### config.mk
export PLATFORM = sky130hd
export DESIGN_NAME = pipeline_perf_monitor
export DESIGN_NICKNAME = d
export VERILOG_FILES = /design/src/rtl/pipeline_perf_monitor.sv
export SDC_FILE = /design/constraint.sdc
export NUM_CORES = 1
export LEC_CHECK = 0
export CORE_MARGIN = 2
export CORE_UTILIZATION = 60
export CTS_CLUSTER_SIZE = 14
export DETAILED_ROUTE_END_ITERATION = 12
export GPL_TIMING_DRIVEN = 0
export PLACE_DENSITY = 0.82
export REMOVE_ABC_BUFFERS = 1
export SKIP_CTS_REPAIR_TIMING = 1
export SLEW_MARGIN = 15
export SYNTH_ARGS = -nofsm -noshare
export SYNTH_HDL_FRONTEND = slang
export SYNTH_SLANG_ARGS = --single-unit
### constraint.sdc
create_clock -name clk_i -period 11.8 [get_ports clk_i]
set_input_delay 1.77 -clock clk_i [delete_from_list [all_inputs] [get_ports clk_i]]
set_output_delay 1.77 -clock clk_i [all_outputs]
set_load 0.01 [all_outputs]
### src/rtl/pipeline_perf_monitor.sv
// pipeline_perf_monitor
// Counts clock cycles and NUM_EVT single-bit pipeline events (stall, flush,
// retire, ...) over a bounded run window. Counters either wrap or saturate
// on overflow. Each counter has a sticky overflow flag. freeze_i holds the
// window. An atomic snapshot copies every live counter into a shadow bank,
// and rd_sel_i reads the shadow bank.
//
// Handshake: snap_req_i is sampled on every rising edge. There is no ready.
// The shadow bank always takes the live values present before that edge.
// snap_valid_o is high for the cycle after each edge that sampled
// snap_req_i=1, so a held request gives a continuous valid.

module pipeline_perf_monitor #(
  parameter int NUM_EVT    = 4,
  parameter int CNT_W      = 32,
  parameter int MAX_CYCLES = 30,
  parameter int SAT_MODE   = 0
) (
  input  logic               clk_i,
  input  logic               rst_i,
  input  logic               start_i,
  input  logic               clr_i,
  input  logic               freeze_i,
  input  logic [NUM_EVT-1:0] evt_i,
  input  logic               snap_req_i,
  output logic               snap_valid_o,
  input  logic [3:0]         rd_sel_i,
  output logic [CNT_W-1:0]   rd_data_o,
  output logic [CNT_W-1:0]   cycle_o,
  output logic               run_o,
  output logic               done_o,
  output logic [NUM_EVT:0]   ovf_o
);

  typedef enum logic [1:0] {
    IDLE = 2'd0,
    RUN  = 2'd1,
    DONE = 2'd2
  } state_t;

  localparam logic [CNT_W-1:0] ALL_ONES = '1;
  localparam logic [CNT_W-1:0] MAX_C    = CNT_W'(MAX_CYCLES);

  state_t           state;
  state_t           state_next;
  logic             count_en;
  logic             window_end;

  logic [CNT_W-1:0] evt_cnt [NUM_EVT];
  logic [CNT_W-1:0] cyc_cnt;
  logic [CNT_W-1:0] cyc_inc;
  logic [NUM_EVT:0] ovf;

  logic [CNT_W-1:0] shadow_evt [NUM_EVT];
  logic [CNT_W-1:0] shadow_cyc;
  logic             snap_valid;

  // Value a counter takes after one increment. At all-ones it wraps to 0
  // or stays at all-ones, depending on SAT_MODE.
  function automatic logic [CNT_W-1:0] bump(input logic [CNT_W-1:0] v);
    if (v == ALL_ONES) begin
      return (SAT_MODE != 0) ? ALL_ONES : '0;
    end
    return v + CNT_W'(1);
  endfunction

  assign cyc_inc    = bump(cyc_cnt);
  // The window closes on the edge where the counted cycle total reaches MAX_CYCLES.
  assign window_end = (MAX_CYCLES != 0) && (cyc_inc == MAX_C);

  // State register
  always_ff @(posedge clk_i or posedge rst_i) begin
    if (rst_i) begin
      state <= IDLE;
    end else begin
      state <= state_next;
    end
  end

  // Next-state logic. clr_i overrides every transition. Freeze holds RUN,
  // even across a start_i drop.
  always_comb begin
    state_next = state;
    case (state)
      IDLE: begin
        if (start_i) state_next = RUN;
      end
      RUN: begin
        if (!freeze_i) begin
          if (!start_i)        state_next = IDLE;
          else if (window_end) state_next = DONE;
        end
      end
      DONE: begin
        state_next = DONE;
      end
      default: state_next = IDLE;
    endcase
    if (clr_i) state_next = IDLE;
  end

  // Output logic: counting strobe and status flags derived from state
  always_comb begin
    count_en = 1'b0;
    run_o    = 1'b0;
    done_o   = 1'b0;
    case (state)
      RUN: begin
        run_o    = 1'b1;
        count_en = start_i && !freeze_i && !clr_i;
      end
      DONE: begin
        done_o = 1'b1;
      end
      default: begin
        count_en = 1'b0;
      end
    endcase
  end

  // Live counters and sticky overflow flags. clr_i zeroes them.
  always_ff @(posedge clk_i or posedge rst_i) begin
    if (rst_i) begin
      cyc_cnt <= '0;
      ovf     <= '0;
      for (int k = 0; k < NUM_EVT; k++) evt_cnt[k] <= '0;
    end else if (clr_i) begin
      cyc_cnt <= '0;
      ovf     <= '0;
      for (int k = 0; k < NUM_EVT; k++) evt_cnt[k] <= '0;
    end else if (count_en) begin
      cyc_cnt <= cyc_inc;
      if (cyc_cnt == ALL_ONES) ovf[NUM_EVT] <= 1'b1;
      for (int k = 0; k < NUM_EVT; k++) begin
        if (evt_i[k]) begin
          evt_cnt[k] <= bump(evt_cnt[k]);
          if (evt_cnt[k] == ALL_ONES) ovf[k] <= 1'b1;
        end
      end
    end
  end

  // Shadow bank capture. It takes pre-edge live values and ignores clr_i.
  always_ff @(posedge clk_i or posedge rst_i) begin
    if (rst_i) begin
      snap_valid <= 1'b0;
      shadow_cyc <= '0;
      for (int k = 0; k < NUM_EVT; k++) shadow_evt[k] <= '0;
    end else begin
      snap_valid <= snap_req_i;
      if (snap_req_i) begin
        shadow_cyc <= cyc_cnt;
        for (int k = 0; k < NUM_EVT; k++) shadow_evt[k] <= evt_cnt[k];
      end
    end
  end

  // Shadow read mux. Event counters come first, then the cycle counter.
  // Any other index reads 0.
  always_comb begin
    rd_data_o = '0;
    for (int k = 0; k < NUM_EVT; k++) begin
      if (rd_sel_i == 4'(k)) rd_data_o = shadow_evt[k];
    end
    if (rd_sel_i == 4'(NUM_EVT)) rd_data_o = shadow_cyc;
  end

  assign cycle_o      = cyc_cnt;
  assign ovf_o        = ovf;
  assign snap_valid_o = snap_valid;

endmodule

After elaboration in Yosys (flattened, before gate mapping):

Index checks and enable logic that the tools add are counted.

* flip-flop bits (word level): 328

* reduce and logical (&&, ||, !) cells: 26
* add/subtract/negate cells: 5
* eq/ne operators: 15
* mux-type cells: 60

Operators by type and width (number)
* 2-to-1 mux 32 bit: 21
* 2-to-1 mux 128 bit: 2
* adder 32 x 1 -> 32 bit, second input constant: 5
* equality test 32 bit, second input constant: 5
* equality test 32 x 5 -> 1 bit, second input constant: 1
* 2-to-1 mux 1 bit: 29
* nonzero test 2 bit: 10
* AND reduction 3 bit: 5
* 2-to-1 mux 2 bit: 5
* 2-to-1 mux 5 bit: 2
* AND reduction 2 bit: 5
* equality test 4 x 2 -> 1 bit, second input constant: 2
* inequality test 3 bit, second input constant: 2
* one-hot mux 2 bit (3 select lines): 1
* equality test 4 x 1 -> 1 bit, second input constant: 1
* equality test 4 x 3 -> 1 bit, second input constant: 1
* logical NOT 4 bit: 1
* inequality test 4 bit, second input constant: 1
* equality test 2 x 1 -> 1 bit, second input constant: 1
* equality test 2 bit, second input constant: 1
* logical AND 1 bit: 2
* logical NOT 1 bit: 2
* logical NOT 2 bit: 1

Depth between registers and ports, before layout:

Gate-level depths: netlist (run 1).

* depth in word-level cells: 10
* gate-level depth with buffers: 11
* gate-level depth less buffers: 9

Least setup slack after synthesis (run 1):

No wires, ideal clock.

* path kind: input to output
* from: input port rd_sel_i[0]
* to: output port rd_data_o[18]
* path slack: 6825 ps
* arrival: 3205 ps
* required time: 10030 ps
* cell stages on the path: 5
* cells stage by stage: clkbuf_1 > nor4b_1 > clkbuf_1 > a222oi_1 > a21oi_1

* word-level cells in the longest chain between the ends: 6

Ends and longest elaborated chain
* start: declaration: line 27 `input logic [3:0] rd_sel_i,`
* logical NOT 4 bit: line 163 `if (rd_sel_i == 4'(k)) rd_data_o = shadow_evt[k];`
* 2-to-1 mux 32 bit (4 in series): line 163
* 2-to-1 mux 32 bit *: line 165 `if (rd_sel_i == 4'(NUM_EVT)) rd_data_o = shadow_cyc;`
* end: declaration: line 28 `output logic [CNT_W-1:0] rd_data_o,`

Mark *: on every way between the ends. The rest lies on a longest branch, timed or not.

Worst setup path after layout (run 1):

* from: input port rd_sel_i[3]
* to: output port rd_data_o[18]

The elaborated chain is that of the path after synthesis.

==> results of run 1 <==
==> power by group <==
| part | internal (mW) | switching, mW |
|---|---|---|
| Sequential | 1.13 | 0.00543 |
| Combinational | 0.0312 | 0.0680 |
| Clock | 0.728 | 0.465 |
==> area by class of cell <==
class                      instances  area (um^2)  area share
clock inverter                    21          275      0.0150
inverter                          12         52.6     0.00285
clock buffer                      44          982      0.0534
tap                              335          419      0.0228
timing repair buffer             102         1070      0.0584
multi-input combinational       1087         7400       0.402
sequential                       328         8210       0.446
==> through the flow <==
stage / setup slack (ns) / hold slack, ns / instances
finish: 5.54 / 0.502 / 1929
global route: 5.42 / 0.519 / 1929
CTS: 5.61 / 0.505 / 1929
detailed placement: 5.59 / 0.491 / 1864
global placement: -2.80 / 0.485 / 1847
floorplan: 0.947 / 0.461 / 1427
==> sequential cells by signal, summed over array words and instances (netlist names) <==
| register | flops |
|---|---|
| cycle_o | 32 |
| ovf_o | 5 |
| snap_valid_o | 1 |
| shadow_evt | 128 |
| shadow_cyc | 32 |
| evt_cnt | 128 |
| state | 2 |
==> per-layer routing <==
layer,wire [um],part of all wire,up-vias,track usage
li1,-,-,5507,-
met1,16600,0.42,6103,0.383
met2,19500,0.49,415,0.482
met3,2120,0.053,104,0.0413
met4,1550,0.039,0,0.121
met5,0,0,-,0
==> worst max-delay path, cell delays in order <==
cell	delay, ns
clkdlybuf4s50_1	0.50
nor4b_2	0.60
buf_4	0.28
buf_2	0.23
buf_2	0.25
a222oi_1	0.13
a21oi_1	0.16
clkdlybuf4s50_1	0.56
==> placed cells by master, fill, tap and decap left out, types with 12 or more instances in the layout <==
| cell | count |
|---|---|
| nor2b_1 | 12 |
| nand2_1 | 150 |
| and4_1 | 14 |
| nor2_1 | 178 |
| o31ai_1 | 17 |
| nor4_1 | 12 |
| xnor2_1 | 50 |
| a222oi_1 | 32 |
| mux2_2 | 192 |
| or3_1 | 20 |
| clkdlybuf4s50_1 | 82 |
| nand4_1 | 41 |
| a21oi_1 | 29 |
| nor3_1 | 20 |
| xor2_1 | 60 |
| o21ai_0 | 77 |
| and3_1 | 23 |
| nand3_1 | 62 |
| clkbuf_16 | 37 |
| dfrtp_1 | 328 |
==> worst min path at each step <==
stage                               start                         end  slack, ns  cells after the start
6_report       shadow_evt[24]$_DFFE_PP0P_  shadow_evt[24]$_DFFE_PP0P_       0.50                      1
2_1_floorplan    evt_cnt[127]$_DFFE_PP0P_    evt_cnt[127]$_DFFE_PP0P_       0.46                      1
5_1_grt         shadow_cyc[0]$_DFFE_PP0P_   shadow_cyc[0]$_DFFE_PP0P_       0.52                      1
4_1_cts        shadow_evt[57]$_DFFE_PP0P_  shadow_evt[57]$_DFFE_PP0P_       0.51                      1
3_3_place_gp   shadow_evt[40]$_DFFE_PP0P_  shadow_evt[40]$_DFFE_PP0P_       0.48                      1
3_5_place_dp   shadow_evt[19]$_DFFE_PP0P_  shadow_evt[19]$_DFFE_PP0P_       0.49                      1
==> cell families after synthesis <==
| logic type | Yosys count | share of synthesized area |
|---|---|---|
| AOI/OAI and AO/OA | 194 | 0.0817 |
| muxes | 196 | 0.138 |
| xor gates and xnor gates | 110 | 0.0605 |
| DFF | 328 | 0.515 |
| adders and majority gates | 5 | 0.00393 |
| and+or+nand+nor | 582 | 0.177 |
| buffers and inverters | 97 | 0.0236 |
==> impl_metrics.json, run 1 <==
{
  "routabilityCongestion": 0.906,
  "clock-root-buffer": "clkbuf_16",
  "relSlewSlack": 0.251,
  "drc_errors": 0,
  "cts_tree": "built",
  "worstReg2RegStart": "cycle_o[5]$_DFFE_PP0P_",
  "synth-edff-count": 0,
  "numCtsBuffers": 36,
  "mappedNetlistArea_um2": 15900,
  "required_ns": 10.03,
  "clkTransAtPathRegs_ns": 0.06,
  "cp.arrival_ns": 4.49,
  "syn_avg_cell_area_um2": 10.5,
  "synth-seq-cells": 328,
  "path_max_fanout": 10,
  "worstMarginPinSlew_ns": 1.11,
  "drv_cap": 0,
  "rsz0062_at_grt": "false",
  "synthCells": 1512,
  "dieArea_um2": 27900,
  "wl_um": 39700,
  "antenna_left": 0,
  "die_h_um": 167,
  "yosys_warnings": 0,
  "synthArstFlopShare": 1.00,
  "placed_cell_area_um2": 17100,
  "seq_area_frac_synth": 0.515,
  "io_pins": 86,
  "fmax_mhz": 160,
  "synth.distinct_cells": 58,
  "vias": 12129,
  "worst_r2r_path_depth": 8,
  "synth_top_area_cell": "dfrtp_1",
  "grt_max_degree": 116,
  "track_usage": 0.290,
  "p_leak_nw": 8.29,
  "synth-main-ff-cell": "dfrtp_1",
  "vdd_ir_drop_max_v": 0.0000873,
  "synth_area_leaders": "dfrtp_1 52%, mux2_2 14%, nor2_1 4.2%",
  "hold_viol": 0,
  "drive_gt1_frac": 0.188,
  "worst_clock_skew_ns": 0.0107,
  "clock_latency_ns": 0.52,
  "grt_pass1_wl_um": 65300,
  "clock_sinks": 328,
  "row_count": 59,
  "fillCellCount": 1834,
  "io_buffer_count": 85,
  "post-route-util": 0.706,
  "run_status": "finished, final reports clean",
  "drtIter0Drc": 1113,
  "period_needed_ns": 6.26,
  "setup_viol": 0,
  "die_w_um": 167,
  "dpl.hpwl_um": 26900,
  "netlist.area_leader.share": 0.515,
  "firstDrtPassIters": 6,
  "critical_path_class": "primary input to output port",
  "hold_class": "register to register",
  "first_global_vias": 12325,
  "nNetsFinal": 1586,
  "diodes": 0,
  "end_kind": "output port",
  "power_mw": 2.43,
  "vias_per_cell": 6.29,
  "areaGrowthSynthToFinish_pct": 15.6,
  "antenna_found_initial": 0,
  "wl_per_cell_um": 20.6,
  "setup_tns_ns": 0,
  "cp-endpoint": "rd_data_o[18]",
  "synthTopCellsByCount": "328 x dfrtp_1, 192 x mux2_2, 180 x nor2_1",
  "overflow": 0,
  "slew_viol_final": 0,
  "fin_crit_sh": 0.530,
  "cp-start-kind": "primary input",
  "reg2reg_slack_ns": 8.07,
  "r2r-end": "state[0]$_DFFE_PP0P_",
  "cts_htree_levels": 2,
  "cp-startpoint": "rd_sel_i[3]",
  "cts_buffer_depth": 3,
  "p_per_area_nw_per_um2": 132,
  "synthMostInstantiatedCell": "dfrtp_1",
  "start_util": 0.611,
  "stdcell_area_um2": 18400,
  "core_area_um2": 26100
}
Note: power is estimated with default switching activity, not from simulation.
==> run 2, diff against run 1 <==
--- a/config.mk
+++ b/config.mk
@@ -6,11 +6,11 @@
 export NUM_CORES = 1
 export LEC_CHECK = 0
 export CORE_MARGIN = 2
-export CORE_UTILIZATION = 60
+export CORE_UTILIZATION = 54
 export CTS_CLUSTER_SIZE = 14
 export DETAILED_ROUTE_END_ITERATION = 12
 export GPL_TIMING_DRIVEN = 0
-export PLACE_DENSITY = 0.82
+export PLACE_DENSITY = 0.78
 export REMOVE_ABC_BUFFERS = 1
 export SKIP_CTS_REPAIR_TIMING = 1
 export SLEW_MARGIN = 15
==> constraint.sdc (replaced) <==
create_clock -name clk_i -period 5.5 [get_ports clk_i]
set_input_delay 0.825 -clock clk_i [delete_from_list [all_inputs] [get_ports clk_i]]
set_output_delay 0.825 -clock clk_i [all_outputs]
set_load 0.01 [all_outputs]
==> impl_metrics.json, run 2 (synthesis gave the netlist of run 1 again) <==
{
  "run_status": "finished, final reports clean",
  "reg2reg_slack_ns": 1.71,
  "fillCellCount": 2204,
  "slew_viol_final": 0,
  "vias_per_cell": 6.05,
  "areaGrowthSynthToFinish_pct": 16.7,
  "vdd_ir_drop_max_v": 0.000201,
  "stdcell_area_um2": 18600,
  "drtIter0Drc": 1172,
  "cts_htree_levels": 2,
  "first_global_vias": 11831,
  "period_needed_ns": 4.31,
  "wl_per_cell_um": 19.6,
  "critical_path_class": "primary input to output port",
  "mostFrequentLayoutCells": "328 x dfrtp_1, 192 x mux2_2, 178 x nor2_1",
  "fin_ws_ns": 1.19,
  "drv_cap": 0,
  "die_h_um": 176,
  "numCtsBuffers": 37,
  "placed_cell_area_um2": 17200,
  "antenna_found_initial": 0,
  "clock-root-buffer": "clkbuf_16",
  "die_w_um": 176,
  "power_mw": 5.38,
  "vias": 11970,
  "min_to": "shadow_evt[25]$_DFFE_PP0P_",
  "io_pins": 86,
  "place_inst": 1914,
  "cp.arrival_ns": 3.48,
  "diodes": 0,
  "end_kind": "output port",
  "post-route-util": 0.644,
  "routabilityCongestion": 0.914,
  "top_regs": "evt_cnt (128), shadow_evt (128)",
  "whs_path_depth": 1,
  "clock_latency_ns": 0.51,
  "start_util": 0.552,
  "place_ws_ns": 1.21,
  "worstReg2RegStart": "cycle_o[4]$_DFFE_PP0P_",
  "hold_class": "register to register",
  "fin_cells": 1979,
  "multi_input_area_um2": 7400,
  "grt_max_degree": 108,
  "p_per_area_nw_per_um2": 290,
  "register_area_um2": 8210,
  "io_buffer_count": 85,
  "worst_clock_skew_ns": 0.0120,
  "hp-start": "shadow_evt[25]$_DFFE_PP0P_",
  "worstMarginPinSlew_ns": 0.937,
  "overflow": 0,
  "firstDrtPassIters": 7,
  "final_common_cell": "dfrtp_1",
  "hold_viol": 0,
  "clock_sinks": 328,
  "cp-start-kind": "primary input",
  "fin_crit_sh": 0.783,
  "nNetsFinal": 1588,
  "drive_gt1_frac": 0.188,
  "dieArea_um2": 30900,
  "worst_r2r_path_depth": 8,
  "antenna_left": 0,
  "relSlewSlack": 0.375,
  "path_max_fanout": 10,
  "track_usage": 0.256,
  "rsz0062_at_grt": "false",
  "core_area_um2": 28900,
  "dpl.hpwl_um": 26900,
  "required_ns": 4.68,
  "row_count": 62,
  "r2r-end": "state[0]$_DFFE_PP0P_",
  "clkTransAtPathRegs_ns": 0.06,
  "fmax_mhz": 232,
  "p_leak_nw": 8.35,
  "drc_errors": 0,
  "grt_pass1_wl_um": 63400,
  "setup_viol": 0,
  "cts_buffer_depth": 3,
  "wl_um": 38800,
  "cts_tree": "built"
}
## run 2: changes by cell type in the layout (fill, tap and decap cells not counted), sizes merged
cell      change
clkbuf        +8
clkinv        -7
bufinv        +2
clkinvlp      -2
buf           +1
inv           -1
## run 2: worst max-delay path by stage
stage	start	endpoint	slack, ns	cells past startpoint
finish	rd_sel_i[3]	rd_data_o[18]	1.19	8
global route	rd_sel_i[1]	rd_data_o[18]	1.01	8
CTS	rd_sel_i[1]	rd_data_o[10]	1.21	6
detailed placement	rd_sel_i[1]	rd_data_o[10]	1.21	6
global placement	rst_i	evt_cnt[16]$_DFFE_PP0P_	-8.28	2
floorplan	rst_i	cycle_o[0]$_DFFE_PP0P_	-4.41	1
## run 2: report_power, final
part           switching (mW)  leakage, nW  internal (mW)  total, mW
combinational           0.145         3.11         0.0684      0.213
sequential             0.0109         4.57           2.42       2.43
clock                   0.978        0.675           1.76       2.74
## run 2: routing by layer
| layer | global-route usage | vias up | share of wire |
|---|---|---|---|
| li1 | - | 5513 | - |
| met1 | 0.354 | 6019 | 0.43 |
| met2 | 0.420 | 353 | 0.49 |
| met3 | 0.0325 | 85 | 0.050 |
| met4 | 0.0902 | 0 | 0.031 |
| met5 | 0 | - | 0 |
## run 2: stage by stage
step	hold WS (ns)	setup TNS, ns
finish	0.504	0
CTS	0.507	0
global placement	0.485	-3474.77
global route	0.512	0
floorplan	0.461	-1445.85
detailed placement	0.490	0
## run 2: final cells by class
class / instances / share of cell area
sequential: 328 / 0.441
multi-input combinational: 1087 / 0.398
timing repair buffer: 103 / 0.0588
clock buffer: 52 / 0.0587
tap: 384 / 0.0258
clock inverter: 13 / 0.0146
inverter: 12 / 0.00283
## run 2: critical path: stages
cell             delay, ns
clkdlybuf4s50_1       0.49
nor4b_2               0.50
buf_2                 0.31
buf_2                 0.25
buf_2                 0.25
a222oi_1              0.13
a21oi_1               0.16
clkdlybuf4s50_1       0.55
==> run 3, diff against run 2 <==
==> constraint.sdc (replaced) <==
create_clock -name clk_i -period 3.9 [get_ports clk_i]
set_input_delay 0.585 -clock clk_i [delete_from_list [all_inputs] [get_ports clk_i]]
set_output_delay 0.585 -clock clk_i [all_outputs]
set_load 0.01 [all_outputs]
==> impl_metrics.json, run 3 (synthesis gave the netlist of run 1 again) <==
{
  "run_status": "finished, final reports clean",
  "nNetsFinal": 1595,
  "final_common_cell": "dfrtp_1",
  "clock_latency_ns": 0.51,
  "drtIter0Drc": 1139,
  "worst_clock_skew_ns": 0.0110,
  "dpl.hpwl_um": 26900,
  "slew_viol_final": 0,
  "cp.arrival_ns": 3.13,
  "whs_ns": 0.461,
  "period_needed_ns": 3.72,
  "die_w_um": 176,
  "grt_pass1_wl_um": 63400,
  "diodes": 0,
  "end_kind": "output port",
  "p_leak_nw": 8.39,
  "fin_cells": 1986,
  "cts_buffer_depth": 3,
  "fin_crit_sh": 0.954,
  "wl_um": 38900,
  "routabilityCongestion": 0.914,
  "io_buffer_count": 85,
  "p_per_area_nw_per_um2": 407,
  "hold_class": "primary input to async pin",
  "power_mw": 7.59,
  "top_regs": "evt_cnt (128), shadow_evt (128)",
  "dieArea_um2": 30900,
  "drc_errors": 0,
  "antenna_left": 0,
  "critical_path_class": "primary input to output port",
  "numCtsBuffers": 37,
  "clock_sinks": 328,
  "required_ns": 3.31,
  "first_global_vias": 11831,
  "relSlewSlack": 0.373,
  "core_area_um2": 28900,
  "start_util": 0.552,
  "vias_per_cell": 6.05,
  "worstMarginPinSlew_ns": 0.941,
  "mostFrequentLayoutCells": "328 x dfrtp_1, 192 x mux2_2, 178 x nor2_1",
  "track_usage": 0.256,
  "cts_htree_levels": 2,
  "drive_gt1_frac": 0.192,
  "path_max_fanout": 14,
  "clkTransAtPathRegs_ns": 0.06,
  "vias": 12006,
  "fmax_mhz": 269,
  "hold_viol": 0,
  "die_h_um": 176,
  "firstDrtPassIters": 6,
  "grt_max_degree": 108,
  "vdd_ir_drop_max_v": 0.000283,
  "areaGrowthSynthToFinish_pct": 17.2,
  "setup_viol": 0,
  "drv_cap": 0,
  "overflow": 0,
  "cts_tree": "built",
  "clock-root-buffer": "clkbuf_16",
  "rsz0062_at_grt": "false",
  "cp-start-kind": "primary input",
  "row_count": 62,
  "place_inst": 1914,
  "wl_per_cell_um": 19.6,
  "io_pins": 86,
  "antenna_found_initial": 0
}
## run 3: where the power goes
group / total [mW] / internal [mW] / switching, mW
logic: 0.304 / 0.0981 / 0.206
clock network: 3.86 / 2.48 / 1.38
registers: 3.43 / 3.42 / 0.0153
## run 3: final cells by class
cell class,instances,area [um^2]
Tap cell,384,480
Multi-Input combinational cell,1087,7410
Clock inverter,13,272
Clock buffer,52,1090
Sequential cell,328,8210
Timing Repair Buffer,110,1150
Fill cell,2189,10200
Inverter,12,52.6
## run 3: worst paths after layout
kind,start,end,slack (ns),cells after the start
setup / recovery,rd_sel_i[1],rd_data_o[28],0.18,7
hold / removal,rst_i,cycle_o[2]$_DFFE_PP0P_,0.46,2
setup reg to reg,cycle_o[4]$_DFFE_PP0P_,state[0]$_DFFE_PP0P_,0.37,9
hold reg to reg,shadow_evt[25]$_DFFE_PP0P_,shadow_evt[25]$_DFFE_PP0P_,0.50,1
max in group asynchronous,rst_i,shadow_evt[26]$_DFFE_PP0P_,2.23,4
min in group clk_i,shadow_evt[25]$_DFFE_PP0P_,shadow_evt[25]$_DFFE_PP0P_,0.50,1
## run 3: worst max-delay path, stage by stage
cell,delay (ns)
clkdlybuf4s50_1,0.61
nor3b_2,0.47
buf_4,0.29
buf_4,0.22
a222oi_1,0.13
a21oi_1,0.24
clkdlybuf4s50_1,0.57
## run 3: per-stage QoR
step | worst slack (ns) | utilization | setup TNS (ns) | instance area, um^2
2_1_floorplan | -5.77 | - | -1938.06 | 15600
3_3_place_gp | -9.64 | 0.587 | -4395.44 | 16900
3_5_place_dp | -0.0161 | 0.597 | -0.0451 | 17200
4_1_cts | 0.0481 | 0.644 | 0 | 18600
5_1_grt | 0.0799 | 0.647 | 0 | 18700
6_report | 0.181 | 0.647 | 0 | 18700
## run 3: metal layers
layer  share of wire  wire length (um)  global-route usage  vias up
met5               0                 0                   0        -
met4           0.032              1240              0.0902        0
met1            0.43             16900               0.354     5993
met3           0.049              1930              0.0325       87
met2            0.48             18900               0.420      397
li1                -                 -                   -     5529
